--- src/rtl/dm_arb_pkg.sv ---
// -----------------------------------------------------------------------------
// dm_arb_pkg
// Shared definitions for the data-memory arbiter: FSM state encoding, DM
// geometry, and the port index constants used for grants and ownership.
// Configuration macro used by this slice: DM_ARB_RR_EN (see arb2).
// -----------------------------------------------------------------------------
package dm_arb_pkg;

    typedef enum logic {
        IDLE    = 1'b0,
        RD_WAIT = 1'b1
    } state_t;

    localparam int MEMORY_SIZE = 4096;
    localparam int MEMORY_BITS = 12;

    // Port indices; a grant or owner value is one of these.
    localparam logic CPU = 1'b0;
    localparam logic LDR = 1'b1;

endpackage : dm_arb_pkg

--- src/rtl/dm_arbiter_arb2.sv ---
// -----------------------------------------------------------------------------
// arb2
// Combinational 2-way grant for the DM arbiter.
// Macro DM_ARB_RR_EN: defined   -> round-robin (contended grant goes to the
//                                  port that did not win last time)
//                     undefined -> fixed priority, port 0 (CPU) always wins
// Ports:
//   i_valid[1:0]    request valid per port
//   i_last_g        port granted on the most recent handshake
//   i_take          a handshake happens this cycle on the granted port
//   o_any           at least one request is valid
//   o_grant         selected port index (meaningful while o_any)
//   o_last_g_next   next value of the arbitration pointer
// -----------------------------------------------------------------------------
module arb2
    import dm_arb_pkg::*;
(
    input  logic [1:0] i_valid,
    input  logic       i_last_g,
    input  logic       i_take,
    output logic       o_any,
    output logic       o_grant,
    output logic       o_last_g_next
);

    // Grant selection and pointer advance.
    always_comb begin
        o_any   = |i_valid;
        o_grant = CPU;
`ifdef DM_ARB_RR_EN
        if (i_valid == 2'b11) begin
            o_grant = ~i_last_g;
        end else if (i_valid[0]) begin
            o_grant = CPU;
        end else begin
            o_grant = LDR;
        end
`else
        // Fixed priority: the pointer is still tracked but never consulted.
        if (i_valid[0]) begin
            o_grant = CPU;
        end else begin
            o_grant = LDR;
        end
`endif
        // The pointer only moves on an actual handshake.
        if (i_take) begin
            o_last_g_next = o_grant;
        end else begin
            o_last_g_next = i_last_g;
        end
    end

endmodule : arb2

--- src/rtl/dm_arbiter.sv ---
// -----------------------------------------------------------------------------
// dm_arbiter
// Shares the single-port data memory (1-cycle registered read) between the
// CPU load/store unit (port 0) and the loader/debug port (port 1).
// Writes issue in the handshake cycle and stay in IDLE; reads issue in the
// handshake cycle, then spend one RD_WAIT cycle returning dm_q to the owner.
// Grant policy is chosen by macro DM_ARB_RR_EN inside arb2.
// Ports:
//   clock, reset              rising-edge clock, synchronous active-high reset
//   reqN_valid/ready/we/addr/wdata   request handshake, N = 0,1
//   rspN_valid/rdata          read response pulse to the owning port
//   dm_address/data/rden/wren DM control (address truncated to MEM_BITS)
//   dm_q                      DM registered read data
//   busy                      a read is in flight (RD_WAIT)
// -----------------------------------------------------------------------------
module dm_arbiter
    import dm_arb_pkg::*;
#(
    parameter int ADDR_W   = 32,
    parameter int DATA_W   = 32,
    parameter int MEM_BITS = MEMORY_BITS
) (
    input  logic              clock,
    input  logic              reset,
    input  logic              req0_valid,
    output logic              req0_ready,
    input  logic              req0_we,
    input  logic [ADDR_W-1:0] req0_addr,
    input  logic [DATA_W-1:0] req0_wdata,
    input  logic              req1_valid,
    output logic              req1_ready,
    input  logic              req1_we,
    input  logic [ADDR_W-1:0] req1_addr,
    input  logic [DATA_W-1:0] req1_wdata,
    output logic              rsp0_valid,
    output logic [DATA_W-1:0] rsp0_rdata,
    output logic              rsp1_valid,
    output logic [DATA_W-1:0] rsp1_rdata,
    output logic [31:0]       dm_address,
    output logic [DATA_W-1:0] dm_data,
    output logic              dm_rden,
    output logic              dm_wren,
    input  logic [DATA_W-1:0] dm_q,
    output logic              busy
);

    state_t            r_state;
    state_t            w_state_next;
    logic              r_owner;
    logic              r_last_g;
    logic              w_last_g_next;
    logic              w_any;
    logic              w_grant;
    logic              w_take;
    logic              w_sel_we;
    logic [ADDR_W-1:0] w_sel_addr;
    logic [DATA_W-1:0] w_sel_wdata;
    logic              w_unused_addr_hi;

    arb2 u_arb2 (
        .i_valid       ({req1_valid, req0_valid}),
        .i_last_g      (r_last_g),
        .i_take        (w_take),
        .o_any         (w_any),
        .o_grant       (w_grant),
        .o_last_g_next (w_last_g_next)
    );

    // Payload of the granted port.
    assign w_sel_we    = (w_grant == LDR) ? req1_we    : req0_we;
    assign w_sel_addr  = (w_grant == LDR) ? req1_addr  : req0_addr;
    assign w_sel_wdata = (w_grant == LDR) ? req1_wdata : req0_wdata;

    // Address bits above the DM index are intentionally dropped.
    assign w_unused_addr_hi = ^w_sel_addr[ADDR_W-1:MEM_BITS];

    // A handshake needs IDLE, a valid request and no reset in the same cycle.
    assign w_take = !reset && (r_state == IDLE) && w_any;

    // Next-state and output decode; reset forces every output to its idle value
    // in the same cycle so a concurrent request or a pending response is killed.
    always_comb begin
        w_state_next = r_state;
        req0_ready   = 1'b0;
        req1_ready   = 1'b0;
        rsp0_valid   = 1'b0;
        rsp1_valid   = 1'b0;
        rsp0_rdata   = {DATA_W{1'b0}};
        rsp1_rdata   = {DATA_W{1'b0}};
        dm_address   = 32'd0;
        dm_data      = {DATA_W{1'b0}};
        dm_rden      = 1'b0;
        dm_wren      = 1'b0;
        busy         = 1'b0;
        if (reset) begin
            w_state_next = IDLE;
        end else begin
            case (r_state)
                IDLE: begin
                    if (w_any) begin
                        req0_ready                 = (w_grant == CPU);
                        req1_ready                 = (w_grant == LDR);
                        dm_address[MEM_BITS-1:0]   = w_sel_addr[MEM_BITS-1:0];
                        dm_data                    = w_sel_wdata;
                        if (w_sel_we) begin
                            dm_wren = 1'b1;
                        end else begin
                            dm_rden      = 1'b1;
                            w_state_next = RD_WAIT;
                        end
                    end else begin
                        w_state_next = IDLE;
                    end
                end
                RD_WAIT: begin
                    busy         = 1'b1;
                    w_state_next = IDLE;
                    if (r_owner == LDR) begin
                        rsp1_valid = 1'b1;
                        rsp1_rdata = dm_q;
                    end else begin
                        rsp0_valid = 1'b1;
                        rsp0_rdata = dm_q;
                    end
                end
                default: begin
                    w_state_next = IDLE;
                end
            endcase
        end
    end

    // State, read owner and arbitration pointer registers.
    always_ff @(posedge clock) begin
        if (reset) begin
            r_state  <= IDLE;
            r_owner  <= CPU;
            r_last_g <= LDR;
        end else begin
            r_state  <= w_state_next;
            r_last_g <= w_last_g_next;
            if (w_take && !w_sel_we) begin
                r_owner <= w_grant;
            end else begin
                r_owner <= r_owner;
            end
        end
    end

endmodule : dm_arbiter

--- config.mk ---
export PLATFORM = sky130hd
export DESIGN_NAME = dm_arbiter
export DESIGN_NICKNAME = d
export VERILOG_FILES = /design/src/rtl/dm_arb_pkg.sv /design/src/rtl/dm_arbiter_arb2.sv /design/src/rtl/dm_arbiter.sv
export SDC_FILE = /design/constraint.sdc
export NUM_CORES = 1
export LEC_CHECK = 0
export BUFFER_PORTS_ARGS = -buffer_cell sky130_fd_sc_hd__buf_4
export CORE_AREA = 2 2 115 117
export CTS_CLUSTER_SIZE = 10
export DETAILED_ROUTE_END_ITERATION = 8
export DIE_AREA = 0 0 117 119
export PLACE_DENSITY = 0.55
export SLEW_MARGIN = 10
export SYNTH_ARGS = -nofsm -noshare
export SYNTH_HDL_FRONTEND = slang
export SYNTH_HIERARCHICAL = 1
export SYNTH_SLANG_ARGS = --single-unit
--- constraint.sdc ---
create_clock -name clock -period 3.6 [get_ports clock]
set_input_delay 0.18 -clock clock [delete_from_list [all_inputs] [get_ports clock]]
set_output_delay 0.18 -clock clock [all_outputs]
set_load 0.01 [all_outputs]
==> flow_metrics.env <==
export IMPL_pre_cts_ws_ns=1.63
export IMPL_layout_setup_ws_ns=1.66
export IMPL_required_ns=3.42
export IMPL_final_util_pct=26.1
export IMPL_drive_above_1_share_pct=56.8
export IMPL_cts_made_buffers=3
export IMPL_hold_path_end="r_owner$_SDFFE_PP0P_"
export IMPL_p_switching_mw=0.152
export IMPL_worst_pin_slew_ns=0.867
export IMPL_route_detailed_drc=0
export IMPL_avgSynthCellArea_um2=6.82
export IMPL_p_per_area_nw_per_um2=148
export IMPL_cp_end_kind="output pin"
export IMPL_post_drt_wl_per_cell_um=10.5
export IMPL_p_leak_nw=1.94
export IMPL_route_vias_total=2203
export IMPL_setup_viol=0
export IMPL_first_global_vias=1992
export IMPL_drt_iter0_drc=20
export IMPL_n_antenna_cell=0
export IMPL_worstPathArrival_ns=1.76
export IMPL_p_sw_share_pct=30.6
export IMPL_core_um2=12900
export IMPL_cp_max_fo=26
export IMPL_slew_violations=0
export IMPL_cts_resized_gates=0
export IMPL_reg2reg_from="r_state$_SDFF_PP0_"
export IMPL_cts_reportedPaths_clkPinSlew_ns=0.03
export IMPL_rr_endpoint="r_state$_SDFF_PP0_"
export IMPL_finClkSkew_ns=0.00151
export IMPL_fin_nets=606
export IMPL_grt_pass1_wl_um=8950
export IMPL_fin_crit_sh_pct=53.8
export IMPL_dieArea_um2=13900
export IMPL_final_area_um2=3360
export IMPL_antenna_found_initial=0
export IMPL_clock_sinks=2
export IMPL_clockPowerShare_pct=33.3
export IMPL_fp_dieH_um=119
export IMPL_portBuffers=240
export IMPL_hp_start="reset"
export IMPL_synthCells=210
export IMPL_max_slew_margin_pct=42.2
export IMPL_worstHoldPathType="in2reg"
export IMPL_synth_warning_count=6
export IMPL_critPathKind="in2out"
export IMPL_vdd_drop_max_mv=0.121
export IMPL_hold_violations=0
export IMPL_critPathLaunchType="input pin"
export IMPL_cts_hold_buf=0
export IMPL_vias_per_cell=3.59
export IMPL_ant_nets=0
export IMPL_dr_pass1_iters=4
export IMPL_wirelength_um=6450
export IMPL_layout_commonest_cell="buf_4"
export IMPL_cts_root_buf="clkbuf_16"
export IMPL_clock_path_buffers=2
export IMPL_io_pins=301
export IMPL_maxCapViolations=0
export IMPL_rows=42
export IMPL_ctsHtreeMaxLevel=1
export IMPL_finalHoldWorstSlack_ns=0.175
export IMPL_initial_core_util_pct=11.1
export IMPL_setup_tns_final_ns=0
export IMPL_place_gp_congestion=0.701
export IMPL_tritoncts="built"
export IMPL_holdPathStages=2
export IMPL_pwr_share_comb_pct=61.6
export IMPL_layout_common_cells="243 x buf_4, 67 x and2_1, 47 x nor2_1, 45 x mux2i_1, 20 x conb_1"
export IMPL_grt_max_degree=48
export IMPL_period_needed_ns=1.94
export IMPL_reg2reg_slack_ns=2.25
export IMPL_dpl_cell_area_um2=3290
export IMPL_die_w_um=117
export IMPL_fmax_mhz=516
export IMPL_outcome="finished clean"
export IMPL_power_share_sequential_pct=5.0
export IMPL_grt_total_usage_pct=7.88
export IMPL_overflow=0
export IMPL_cts_setup_buffers=0
export IMPL_rsz0062_at_grt="false"
export IMPL_syn_area_um2=1430
export IMPL_area_delta_synth_final_pct=135
export IMPL_reg2reg_depth=4
export IMPL_place_hpwl_um=5550
export IMPL_internal_power_mw=0.345
export IMPL_insertion_delay_ns=0.22
-- layout make-up --
| type | count | area, um2 |
|---|---|---|
| multi-input cells | 187 | 1190 |
| clock buffers | 3 | 75.1 |
| repair buffers | 243 | 1820 |
| inverters | 3 | 11.3 |
| fillers | 1415 | 9510 |
| flip-flops and latches | 2 | 40.0 |
| well taps | 176 | 220 |
-- worst max-delay path by stage --
stage	from	end	slack, ns	cells past startpoint
floorplan	r_state$_SDFF_PP0_	dm_address[10]	2.28	4
global placement	req0_valid	dm_data[20]	1.63	6
detailed placement	req0_valid	dm_data[20]	1.63	6
CTS	req0_valid	dm_data[20]	1.62	6
global route	req0_valid	dm_data[13]	1.52	6
finish	req0_valid	dm_data[20]	1.66	6
-- through the flow --
stage | instances | power [mW]
after CTS | 614 | 0.506
final | 614 | 0.497
after detailed placement | 611 | 0.336
after global placement | 611 | 0.332
after floorplan | 229 | 0.170
after global routing | 614 | 0.532
-- metal layers --
layer | GRT usage (%) | wire [um] | part of all wire (%)
met1 | 7.60 | 2170 | 34
met2 | 16.6 | 3380 | 52
met3 | 1.58 | 875 | 14
met4 | 1.32 | 27 | 0.42
met5 | 0 | 0 | 0
-- power groups by stage --
stage,clock network (mW),logic [mW],registers [mW]
finish,0.166,0.307,0.0251
detailed placement,0,0.310,0.0254
floorplan,0,0.145,0.0250
global placement,0,0.306,0.0253
global route,0.172,0.335,0.0254
CTS,0.169,0.312,0.0251
-- state kept, by name, summed over array words and instances, names as in the netlist --
| name | count |
|---|---|
| r_state | 1 |
| r_owner | 1 |
-- worst max-delay path, stage by stage --
cell     delay [ns]
buf_4          0.11
inv_2          0.49
buf_4          0.49
mux2i_1        0.23
nor2_1         0.07
buf_4          0.17
No activity file was read; power rests on OpenSTA's default activity.
